===== config.mk =====
export PLATFORM = sky130hd
export DESIGN_NAME = fmm_row_nnz_scan
export DESIGN_NICKNAME = d
export VERILOG_FILES = /design/src/rtl/fmm_row_nnz_scan.sv
export SDC_FILE = /design/constraint.sdc
export NUM_CORES = 1
export LEC_CHECK = 0
export CORE_MARGIN = 2
export CORE_UTILIZATION = 49
export DETAILED_ROUTE_END_ITERATION = 7
export DONT_BUFFER_PORTS = 1
export PLACE_DENSITY = 0.66
export SLEW_MARGIN = 0
export SYNTH_ARGS = -nofsm -noshare
export SYNTH_HDL_FRONTEND = slang
export SYNTH_SLANG_ARGS = --single-unit

===== constraint.sdc =====
create_clock -name ap_clk -period 2.4 [get_ports ap_clk]
set_input_delay 0.12 -clock ap_clk [delete_from_list [all_inputs] [get_ports ap_clk]]
set_output_delay 0.12 -clock ap_clk [all_outputs]
set_load 0.02 [all_outputs]

===== src/rtl/fmm_row_nnz_scan.sv =====
// rtl/fmm_row_nnz_scan.sv - scans one M_e row and reports nonzero count and first nonzero column
// Optional sign tallies (pos_count/neg_count) are built only when FMM_ROW_SCAN_SIGN_EN is defined.
module fmm_row_nnz_scan (
  input  logic        ap_clk,
  input  logic        ap_rst_n,
  input  logic        ap_start,
  input  logic [16:0] row_base,
  input  logic [31:0] ncols,
  output logic [16:0] M_e_address0,
  output logic        M_e_ce0,
  input  logic [31:0] M_e_q0,
  output logic        ap_done,
  output logic        ap_idle,
  output logic        ap_ready,
  output logic [31:0] nnz_count,
  output logic [30:0] first_nz_col,
  output logic        row_is_zero,
  output logic [31:0] pos_count,
  output logic [31:0] neg_count
);

  typedef enum logic [1:0] {IDLE, READ, DRAIN, DONE} state_t;

  localparam logic [30:0] NO_COL = 31'h7FFF_FFFF;

  state_t      state, state_nxt;
  logic [16:0] base_r;
  logic [30:0] last_col;
  logic [30:0] col;
  logic [30:0] rd_col;
  logic        rd_valid;
  logic        empty_r;
  logic        scan_start;
  logic        nonempty;
  logic        word_nz;

  assign nonempty   = !ncols[31] && (ncols != 32'd0);
  assign scan_start = (state == IDLE) && ap_start;
  // rd_valid/rd_col track the read issued last cycle, whose data is on M_e_q0 now
  assign word_nz    = rd_valid && (M_e_q0 != 32'd0);

  assign ap_idle     = (state == IDLE) && !ap_start;
  assign row_is_zero = (nnz_count == 32'd0);

  always_ff @(posedge ap_clk or negedge ap_rst_n) begin
    if (!ap_rst_n) begin
      state <= IDLE;
    end else begin
      state <= state_nxt;
    end
  end

  always_comb begin
    state_nxt    = state;
    M_e_ce0      = 1'b0;
    M_e_address0 = 17'd0;
    ap_done      = 1'b0;
    ap_ready     = 1'b0;
    case (state)
      IDLE: begin
        if (ap_start) begin
          state_nxt = nonempty ? READ : DONE;
        end
      end
      READ: begin
        M_e_ce0      = 1'b1;
        M_e_address0 = base_r + col[16:0];
        if (col == last_col) begin
          ap_ready  = 1'b1;
          state_nxt = DRAIN;
        end
      end
      DRAIN: begin
        state_nxt = DONE;
      end
      DONE: begin
        ap_done   = 1'b1;
        ap_ready  = empty_r;
        state_nxt = IDLE;
      end
      default: begin
        state_nxt = IDLE;
      end
    endcase
  end

  always_ff @(posedge ap_clk or negedge ap_rst_n) begin
    if (!ap_rst_n) begin
      base_r       <= 17'd0;
      last_col     <= 31'd0;
      col          <= 31'd0;
      rd_col       <= 31'd0;
      rd_valid     <= 1'b0;
      empty_r      <= 1'b0;
      nnz_count    <= 32'd0;
      first_nz_col <= NO_COL;
    end else begin
      rd_valid <= M_e_ce0;
      rd_col   <= col;
      if (scan_start) begin
        base_r       <= row_base;
        last_col     <= ncols[30:0] - 31'd1;
        col          <= 31'd0;
        empty_r      <= !nonempty;
        nnz_count    <= 32'd0;
        first_nz_col <= NO_COL;
      end else begin
        if (M_e_ce0) begin
          col <= col + 31'd1;
        end
        // NO_COL can never be a real column, so it doubles as "nothing found yet"
        if (word_nz) begin
          nnz_count <= nnz_count + 32'd1;
          if (first_nz_col == NO_COL) begin
            first_nz_col <= rd_col;
          end
        end
      end
    end
  end

`ifdef FMM_ROW_SCAN_SIGN_EN
  always_ff @(posedge ap_clk or negedge ap_rst_n) begin
    if (!ap_rst_n) begin
      pos_count <= 32'd0;
      neg_count <= 32'd0;
    end else if (scan_start) begin
      pos_count <= 32'd0;
      neg_count <= 32'd0;
    end else if (word_nz) begin
      if (M_e_q0[31]) begin
        neg_count <= neg_count + 32'd1;
      end else begin
        pos_count <= pos_count + 32'd1;
      end
    end
  end
`else
  assign pos_count = 32'd0;
  assign neg_count = 32'd0;
`endif

endmodule


==> qor.yml, run 1 <==
global_route:
  antenna_found_initial: 0
  grt_pass1_wl_um: 35700
  grt_pass1_vias: 6956
  grt-ovfl-total: 0
  grt_max_degree: 178
  track_usage_pct: 22.3
setup_path:
  ff2ff_path_depth: 10
  cp-startpoint: "col[0]"
  cp_cell_sequence: "ha_4, inv_2, fa_2, nor2b_4, o31a_1, o21ai_2, o211ai_1, buf_4, a41oi_2, mux2i_2, buf_4"
  startpoint_type: "register"
  crit_type: "register to output pin"
  path_max_fanout: 5
  cpPeakStageDelay_ns: 0.43
  rr_startpoint: "col[1]"
  crit_buf_inv: 3
  required_ns: 2.28
  crit_path_frequent_cell: "buf_4"
  crit_family: "compound AO/OA/AOI/OAI gates"
  critPathSlowestCell: "dfrtp_2"
  worst-path-stages: 11
  worstSetupEndpointType: "output pin"
  cp.arrival_ns: 2.61
route:
  antenna_left: 0
  drc: 0
  finalWirelength_um: 22700
  num_vias: 7114
  drtIter0Drc: 332
  drtPass1Iterations: 6
  wl_per_cell_um: 16.9
  route.met2.wl_um: 11100
  dr_wl_met3_um: 1520
  avgViaCountPerCell: 5.29
  drt-met1-wl_um: 9760
  dr.max_layer_used: "met4"
layout:
  syn2layout_area_growth_pct: 20.0
  nets: 1209
  nFillCells: 1537
  layout_commonest_cell: "nand2_1"
  drive_above_1_share_pct: 16.3
  final_cell_mix: "152 x nand2_1, 144 x dfrtp_1, 101 x nor2_1"
  diodes: 0
  final_cell_count_no_fill: 1345
clocking:
  clockRootBuffer: "clkbuf_16"
  insertion_delay_ns: 0.42
  cts_made_buffers: 17
  cts_tree: "built"
  cts_buffer_depth: 2
  cts_num_sinks: 177
  clk_pin_slew_ns: 0.06
  cts_htree_levels: 4
  ctsHoldBuffers: 54
timing:
  finalCritPeriodShare_pct: 114
  slew_headroom_pct: 63.3
  report.final.slew_viol_count: 0
  rsz0062_at_grt: "yes"
  whs_ns: -0.599
  min_period_ns: 2.73
  worstMarginPinSlew_ns: 0.549
  clock_skew_ns: 0.00703
  final-setup-viol-count: 8
  hold_violations: 177
  fmax_mhz: 366
  fin_ws_ns: -0.333
floorplanning:
  die_w_um: 142
  start_util_pct: 50.0
  die_h_um: 142
  num_io_pins: 233
  core_area_um2: 18700
  dieArea_um2: 20200
  rows: 50
logic_synthesis:
  synth_compound_area_share_pct: 7.78
  synthFlopType: "dfrtp_1"
  yosysTopAreaCell: "dfrtp_1"
  synth_top_family_by_area: "simple AND/OR/NAND/NOR gates"
  synth-simple-area-share_pct: 21.8
  synthArstFlopShare_pct: 100
  yosysUniqueCellTypes: 62
  yosys-mux-area-fraction_pct: 0.655
  synth_area_um2: 9360
  synth_seq_cells: 177
  syn_inst: 992
  yosysSeqAreaShare_pct: 47.8
  synth_edf_count: 0
  synth_top_area_share_pct: 39.1
  ys_warn_count: 0
  yosys.area_share.xor_xnor_pct: 11.0
  avgSynthCellArea_um2: 9.43
  synth-adder-area-share_pct: 3.69
  synth_area_leaders: "dfrtp_1 39%, dfstp_2 8.7%, xor2_1 6.7%, nand2_1 6.2%, buf_4 5.1%"
place:
  place_inst: 1246
  gp_congestion: 0.862
  hpwl_um: 15800
  io_buffers: 0
outcome:
  violations: "negative hold slack, negative setup slack"
  status: "finished, violations left"
flow_run:
  maxCapViolCount: 0
pwr:
  vdd_drop_max_mv: 0.501
  power_density_nw_per_um2: 1010
  cellLeakagePower_nw: 5.18
  p_total_w: 0.0114
hold_path:
  hp-class: "input port to asynchronous set/reset pin"
==> synthesized netlist by cell type (3+ instances only) <==
library cell    n
nand2_1       154
dfrtp_1       146
nor2_1        101
o21ai_0        75
xor2_1         72
buf_4          64
xnor2_1        46
clkbuf_1       33
nand4_1        33
dfstp_2        31
ha_1           26
nor4_1         25
nand3_1        24
a21oi_1        17
inv_1          17
nor3_1         17
and3_1         16
or3_1          10
nand2b_1        6
a211oi_1        5
mux2i_1         5
and4_1          4
nor2b_1         4
nor3b_1         4
or4_1           4
a21o_1          3
a31oi_1         3
and2_1          3
o211ai_1        3
o21a_1          3
==> logic make-up after synthesis <==
family,count (synthesis)
DFF,177
and+or+nand+nor,421
other,1
buffers and inverters,115
muxes,6
adders and majority gates,27
AOI/OAI and AO/OA,127
xor gates and xnor gates,118
==> state kept, by name, indices dropped and copies added, names as in the netlist <==
| register | flops |
|---|---|
| rd_valid | 1 |
| state | 2 |
| last_col | 31 |
| nnz_count | 32 |
| col | 31 |
| rd_col | 31 |
| base_r | 17 |
| empty_r | 1 |
| first_nz_col | 31 |
==> per-layer routing <==
layer	global-route usage, %	vias up
met4	5.74	0
met2	37.5	237
li1	-	3465
met5	0	-
met3	6.22	24
met1	28.5	3388
==> worst paths after layout <==
check / end / slack, ns
min reg2reg: rd_col[23] / 0.47
max in group asynchronous: col[0] / 2.56
min: nnz_count[2] / -0.60
min in group ap_clk: last_col[13] / 0.01
max: M_e_address0[14] / -0.33
max reg2reg: col[24] / 0.13
==> per-stage QoR <==
stage               setup slack (ns)  cell area (um^2)  setup TNS [ns]  util [%]  hold slack [ns]
finish                        -0.333             11200           -1.46      60.0           -0.599
global route                  -0.432             11200           -2.80      60.0           -0.626
CTS                           -0.331             11000           -1.58      58.9           -0.621
detailed placement           -0.0230              9730         -0.0425      52.0           -0.165
global placement              0.0296              9730               0      52.0           -0.161
floorplan                     0.0299              9600               0         -           -0.176
==> worst register-to-register path: stages (launching register included) <==
cell and delay, ns:
dfrtp_1 0.36, buf_6 0.10, buf_6 0.09, buf_4 0.14, ha_1 0.19, nand4_1 0.22
nor4_4 0.30, and4_1 0.36, and3_1 0.21, xnor2_1 0.12, nor2_1 0.05
==> layout make-up <==
cell class                 instances  area, um^2  area share, %
tap                              234         293           2.61
clock inverter                     9         130           1.16
inverter                          17        63.8          0.568
multi-input combinational        763        4690           41.8
clock buffer                      23         478           4.26
sequential                       177        4470           39.8
timing repair buffer             122        1100           9.82
==> power breakdown <==
part           leakage (nW)  total, W  internal [W]  switching (W)
Combinational          2.61   0.00352       0.00150        0.00202
Clock                 0.298   0.00284       0.00172        0.00112
Sequential             2.27   0.00500       0.00394        0.00106
==> repair_timing <==
action	in CTS	in global routing
endpoints found under the setup margin	13	14
gates resized for setup	26	30
buffers inserted	3	13
hold endpoints to repair	225	177
pin swaps	15	27
Note: power is estimated with default switching activity, not from simulation.
==> run 2, diff against run 1 <==
--- a/config.mk
+++ b/config.mk
@@ -9,7 +9,6 @@
 export CORE_UTILIZATION = 49
 export DETAILED_ROUTE_END_ITERATION = 7
 export DONT_BUFFER_PORTS = 1
-export PLACE_DENSITY = 0.66
 export SLEW_MARGIN = 0
 export SYNTH_ARGS = -nofsm -noshare
 export SYNTH_HDL_FRONTEND = slang
==> constraint.sdc (replaced) <==
create_clock -name ap_clk -period 2.6 [get_ports ap_clk]
set_input_delay 0.13 -clock ap_clk [delete_from_list [all_inputs] [get_ports ap_clk]]
set_output_delay 0.13 -clock ap_clk [all_outputs]
set_load 0.02 [all_outputs]
==> run 2 against run 1 <==
The run still ends with negative hold slack, negative setup slack left; combinational power is 11% lower; register-to-register slack improved by 0.20 ns; utilization down 0.88 points; critical endpoint is now M_e_address0[10]; largest cell class unchanged.
==> qor.yml, run 2 (synthesis results as in run 1) <==
setup_path:
  r2r_slack_ns: 0.33  # was 0.13 ns
  rr_startpoint: "state[1]"  # was col[1]
  path_max_fanout: 2  # was 5
  worstSetupEndpointType: "output pin"  # unchanged
  rr_endpoint: "col[26]"  # was col[24]
  crit_type: "register to output pin"  # unchanged
  crit_family: "compound AO/OA/AOI/OAI gates"  # unchanged
  critPathSlowestCell: "dfrtp_1"  # was dfrtp_2
  ff2ff_path_depth: 8  # was 10
  cp_cell_sequence: "ha_2, inv_2, fa_2, nor2b_2, o31a_1, o21ai_2, buf_4, o21bai_1, a211oi_2, nor3_4, buf_6"  # was ha_4, inv_2, fa_2, nor2b_4, o31a_1, o21ai_2, o211ai_1, buf_4, a41oi_2, mux2i_2, buf_4
  cpPeakStageDelay_ns: 0.35  # was 0.43 ns
  startpoint_type: "register"  # unchanged
  required_ns: 2.47  # was 2.28 ns
  cp.arrival_ns: 2.55  # was 2.61 ns
  crit_buf_inv: 3  # unchanged
timing:
  slew_headroom_pct: 61.4  # was 63.3%
  clock_skew_ns: 0.0120  # was 0.00703 ns
  hold_violations: 177  # unchanged
  worstMarginPinSlew_ns: 0.578  # was 0.549 ns
  final-setup-viol-count: 5  # was 8
  rsz0062_at_grt: "yes"  # unchanged
  setup_tns_ns: -0.290  # was -1.46 ns
  report.final.slew_viol_count: 0  # unchanged
  fin_ws_ns: -0.0836  # was -0.333 ns
  fmax_mhz: 373
  whs_ns: -0.621  # was -0.599 ns
  min_period_ns: 2.68
  finalCritPeriodShare_pct: 103
layout:
  nFillCells: 1607  # was 1537
  drive_above_1_share_pct: 15.3  # was 16.3%
  layout_commonest_cell: "nand2_1"  # unchanged
  largest-register: "nnz_count"  # unchanged
  syn2layout_area_growth_pct: 18.2  # was 20.0%
  fin_util_pct: 59.1  # was 60.0%
  diodes: 0  # unchanged
  design_area_um2: 11100  # was 11200 um^2
  nets: 1197  # was 1209
  largest_reg_flops: 32  # unchanged
  final_cell_mix: "153 x nand2_1, 141 x dfrtp_1, 99 x nor2_1"  # was 152 x nand2_1, 144 x dfrtp_1, 101 x nor2_1
  final_cell_count_no_fill: 1333  # was 1345
pwr:
  power_density_nw_per_um2: 927  # was 1010 nW/um^2
  p_total_w: 0.0103  # was 0.0114 W
  vdd_drop_max_mv: 0.569  # was 0.501 mV
  cellLeakagePower_nw: 5.09  # was 5.18 nW
floorplanning:
  dieArea_um2: 20200  # unchanged
  rows: 50  # unchanged
  num_io_pins: 233  # unchanged
  core_area_um2: 18700  # unchanged
  start_util_pct: 50.0  # unchanged
  die_h_um: 142  # unchanged
  die_w_um: 142  # unchanged
route:
  antenna_left: 0  # unchanged
  finalWirelength_um: 23200  # was 22700 um
  avgViaCountPerCell: 5.30  # was 5.29
  num_vias: 7070  # was 7114
  drtPass1Iterations: 4  # was 6
  drtIter0Drc: 296  # was 332
  wl_per_cell_um: 17.4  # was 16.9 um
  drc: 0  # unchanged
clocking:
  cts_htree_levels: 4  # unchanged
  cts_made_buffers: 17  # unchanged
  cts_num_sinks: 177  # unchanged
  insertion_delay_ns: 0.44  # was 0.42 ns
  clk_pin_slew_ns: 0.07  # was 0.06 ns
  cts_tree: "built"  # unchanged
  ctsHoldBuffers: 54  # unchanged
  clockRootBuffer: "clkbuf_16"  # unchanged
  cts_buffer_depth: 2  # unchanged
outcome:
  violations: "negative hold slack, negative setup slack"  # unchanged
  status: "finished, violations left"  # unchanged
hold_path:
  hp-class: "input port to asynchronous set/reset pin"  # unchanged
place:
  post_dp_cell_area_um2: 9600  # was 9730 um^2
  io_buffers: 0  # unchanged
  place_inst: 1230  # was 1246
  gp_congestion: 0.881  # was 0.862
  hpwl_um: 16100  # was 15800 um
global_route:
  grt_pass1_wl_um: 36100  # was 35700 um
  track_usage_pct: 23.1  # was 22.3%
  grt_pass1_vias: 6720  # was 6956
  antenna_found_initial: 0  # unchanged
  grt_max_degree: 178  # unchanged
  grt-ovfl-total: 0  # unchanged
flow_run:
  maxCapViolCount: 0  # unchanged
## run 2: cell type report
| cell class | instances | area, um^2 | share of cell area [%] |
|---|---|---|---|
| multi-input cells | 763 | 4650 | 42.1 |
| inverters | 17 | 63.8 | 0.577 |
| repair buffers | 110 | 997 | 9.01 |
| flip-flops and latches | 177 | 4470 | 40.4 |
| clock inverters | 13 | 128 | 1.15 |
| well taps | 234 | 293 | 2.65 |
| clock buffers | 19 | 453 | 4.09 |
## run 2: worst max-delay path by stage
stage | startpoint | endpoint | slack, ns | cells after the start
after global placement | base_r[0] | M_e_address0[14] | 0.15 | 10
final | base_r[0] | M_e_address0[10] | -0.08 | 11
after detailed placement | base_r[0] | M_e_address0[14] | 0.11 | 10
after global routing | base_r[0] | M_e_address0[10] | -0.20 | 11
after floorplan | col[0] | M_e_address0[14] | 0.06 | 9
after CTS | col[0] | M_e_address0[14] | -0.14 | 10
## run 2: metal layers
layer | global-route usage [%] | wire length (um) | vias up
li1 | - | - | 3457
met1 | 30.8 | 10200 | 3359
met2 | 36.9 | 11100 | 229
met3 | 6.26 | 1530 | 25
met4 | 7.00 | 356 | 0
met5 | 0 | 0 | -
## run 2: power breakdown
| part | switching [W] | internal [W] |
|---|---|---|
| combinational | 0.00184 | 0.00131 |
| clock | 0.00113 | 0.00139 |
| sequential | 0.000956 | 0.00364 |
| total | 0.00392 | 0.00633 |
## run 2: what timing repair did
| action | 4_1_cts | 5_1_grt |
|---|---|---|
| hold endpoints to repair | 225 | 177 |
| pin swaps | 10 | 14 |
| setup buffers | 6 | 12 |
| gates resized for setup | 20 | 30 |
| setup endpoints to repair | 8 | 11 |
## run 2: through the flow
stage	setup WS, ns	hold WS, ns
2_1_floorplan	0.0561	-0.166
3_3_place_gp	0.148	-0.161
3_5_place_dp	0.108	-0.162
4_1_cts	-0.138	-0.634
5_1_grt	-0.200	-0.648
6_report	-0.0836	-0.621
==> run 3, diff against run 2 <==
==> constraint.sdc (replaced) <==
create_clock -name ap_clk -period 2.8 [get_ports ap_clk]
set_input_delay 0.14 -clock ap_clk [delete_from_list [all_inputs] [get_ports ap_clk]]
set_output_delay 0.14 -clock ap_clk [all_outputs]
set_load 0.02 [all_outputs]
==> run 3 against run 2 <==
The flow finishes with violations (negative hold slack); first-iteration DRC count is 2.4% lower; hold slack better by 0.021 ns; via count is 2.0% lower; largest cell class unchanged; clock skew is 0.0024 ns higher; combinational power is 14% lower; worst setup slack better by 0.19 ns.
==> qor.yml, run 3 (synthesis results as in run 1) <==
setup_path:
  required_ns: 2.66  # was 2.47 ns
  cpPeakStageDelay_ns: 0.41  # was 0.35 ns
  worstSetupEndpointType: "output pin"  # unchanged
  crit_buf_inv: 3  # unchanged
  path_max_fanout: 5  # was 2
  crit_type: "register to output pin"  # unchanged
  cp_cell_sequence: "ha_4, inv_2, fa_2, nor2b_4, o31a_1, o21ai_2, o211ai_1, buf_4, a21boi_2, mux2i_1, buf_4"  # was ha_2, inv_2, fa_2, nor2b_2, o31a_1, o21ai_2, buf_4, o21bai_1, a211oi_2, nor3_4, buf_6
  startpoint_type: "register"  # unchanged
  critPathSlowestCell: "dfrtp_1"  # unchanged
  crit_path_frequent_cell: "buf_4"
  cp.arrival_ns: 2.55  # about the same
  crit_family: "compound AO/OA/AOI/OAI gates"  # unchanged
global_route:
  grtUsageMet2_pct: 36.6  # was 36.9%
  grt_pass1_wl_um: 35600  # was 36100 um
  grt_use_met1_pct: 29.8  # was 30.8%
  grt_busiest_layer: "met2"  # unchanged
  globalRouteMet3Util_pct: 6.33  # was 6.26%
  grt_pass1_vias: 6661  # was 6720
  grt_max_degree: 178  # unchanged
  antenna_found_initial: 0  # unchanged
  grt-ovfl-total: 0  # unchanged
  track_usage_pct: 22.6  # was 23.1%
outcome:
  violations: "negative hold slack"  # was negative hold slack, negative setup slack
  status: "finished, violations left"  # unchanged
layout:
  largest_reg_flops: 32  # unchanged
  final_cell_mix: "153 x nand2_1, 143 x dfrtp_1, 100 x nor2_1"  # was 153 x nand2_1, 141 x dfrtp_1, 99 x nor2_1
  diodes: 0  # unchanged
  syn2layout_area_growth_pct: 15.2  # was 18.2%
  drive_above_1_share_pct: 12.1  # was 15.3%
  nFillCells: 1648  # was 1607
  final_cell_count_no_fill: 1309  # was 1333
  layout_commonest_cell: "nand2_1"  # unchanged
  largest-register: "nnz_count"  # unchanged
  nets: 1173  # was 1197
pwr:
  seq_power_share_pct: 45.4  # was 44.8%
  combPwrFrac_pct: 28.6  # was 30.7%
  swShare_pct: 37.7  # was 38.2%
  switching_power_w: 0.00355  # was 0.00392 W
  cellLeakagePower_nw: 4.97  # was 5.09 nW
  vdd_drop_max_mv: 0.535  # was 0.569 mV
  p_clk_share_pct: 26.0  # was 24.5%
  internal_power_w: 0.00588  # was 0.00633 W
  power_density_nw_per_um2: 875  # was 927 nW/um^2
timing:
  report.final.slew_viol_count: 0  # unchanged
  min_period_ns: 2.69
  slew_headroom_pct: 60.2  # was 61.4%
  clock_skew_ns: 0.0144  # was 0.0120 ns
  finalCritPeriodShare_pct: 96.0
  hold_violations: 177  # unchanged
  final-setup-viol-count: 0  # was 5
  fmax_mhz: 372
  whs_ns: -0.601  # was -0.621 ns
  worstMarginPinSlew_ns: 0.596  # was 0.578 ns
  rsz0062_at_grt: "yes"  # unchanged
route:
  antenna_left: 0  # unchanged
  drtPass1Iterations: 4  # unchanged
  num_vias: 6929  # was 7070
  drc: 0  # unchanged
  avgViaCountPerCell: 5.29  # was 5.30
  wl_per_cell_um: 17.2  # was 17.4 um
  drtIter0Drc: 289  # was 296
  finalWirelength_um: 22500  # was 23200 um
place:
  hpwl_um: 15900  # was 16100 um
  gp_congestion: 0.886  # was 0.881
  place_inst: 1216  # was 1230
  io_buffers: 0  # unchanged
clocking:
  cts_buffer_depth: 2  # unchanged
  cts_num_sinks: 177  # unchanged
  cts_htree_levels: 4  # unchanged
  clk_pin_slew_ns: 0.07  # about the same
  clockRootBuffer: "clkbuf_16"  # unchanged
  insertion_delay_ns: 0.43  # was 0.44 ns
  cts_made_buffers: 17  # unchanged
  ctsHoldBuffers: 53  # was 54
  cts_tree: "built"  # unchanged
floorplanning:
  dieArea_um2: 20200  # unchanged
  rows: 50  # unchanged
  core_area_um2: 18700  # unchanged
  start_util_pct: 50.0  # unchanged
  die_w_um: 142  # unchanged
  num_io_pins: 233  # unchanged
  die_h_um: 142  # unchanged
flow_run:
  maxCapViolCount: 0  # unchanged
hold_path:
  hp-class: "input port to asynchronous set/reset pin"  # unchanged
## run 3: cell count changes in the layout (fill, tap and decap cells not counted), moves of 3 or more
| cell | delta |
|---|---|
| a21oi_1 | +4 |
| a21oi_2 | -4 |
| buf_4 | -19 |
| buf_6 | -3 |
| clkinv_4 | -3 |
| ha_1 | +3 |
| ha_4 | -3 |
| o21ai_0 | +3 |
| o21ai_1 | -3 |
## run 3: area by class of cell
cell class	instances	area [um^2]	area share [%]
well taps	234	293	2.72
flip-flops and latches	177	4470	41.5
inverters	17	63.8	0.592
repair buffers	86	791	7.34
clock buffers	22	484	4.49
clock inverters	10	124	1.15
multi-input cells	763	4550	42.2
## run 3: repair_timing
| item | CTS | global route |
|---|---|---|
| pin swaps | 4 | 3 |
| endpoints found under the hold margin | 225 | 177 |
| gates resized for setup | 8 | 18 |
| endpoints found under the setup margin | 4 | 6 |
| setup buffers | 3 | 5 |
## run 3: power by group through the flow
stage	clock (W)	combinational [W]	sequential, W
after global placement	0	0.00250	0.00432
after global routing	0.00259	0.00306	0.00438
after floorplan	0	0.00203	0.00408
after CTS	0.00248	0.00262	0.00429
final	0.00245	0.00270	0.00428
after detailed placement	0	0.00253	0.00433
## run 3: path summary, 6_finish.rpt
path	from	endpoint	slack, ns	depth (start not counted)
worst max-delay path	col[0]	M_e_address0[12]	0.11	11
worst min-delay path	ap_rst_n	nnz_count[25]	-0.60	0
worst max register to register	state[0]	last_col[27]	0.19	7
worst min register to register	rd_col[10]	first_nz_col[10]	0.47	2
max in group asynchronous	ap_rst_n	first_nz_col[23]	2.97	0
min in group ap_clk	ncols[1]	last_col[1]	0.03	3
## run 3: metal layers
metal	part of all wire [%]	vias up
met4	1.3	0
li1	-	3411
met3	6.9	23
met5	0	-
met1	45	3292
met2	47	203
## run 3: stage by stage
step / power [W] / cell area [um^2] / worst slack (ns) / utilization (%) / TNS [ns]
floorplan: 0.00610 / 9590 / 0.246 / - / 0
global placement: 0.00681 / 9480 / 0.249 / 50.7 / 0
detailed placement: 0.00686 / 9480 / 0.159 / 50.7 / 0
CTS: 0.00940 / 10700 / 0.0142 / 57.0 / 0
global route: 0.0100 / 10800 / -0.0572 / 57.6 / -0.128
finish: 0.00943 / 10800 / 0.111 / 57.6 / 0
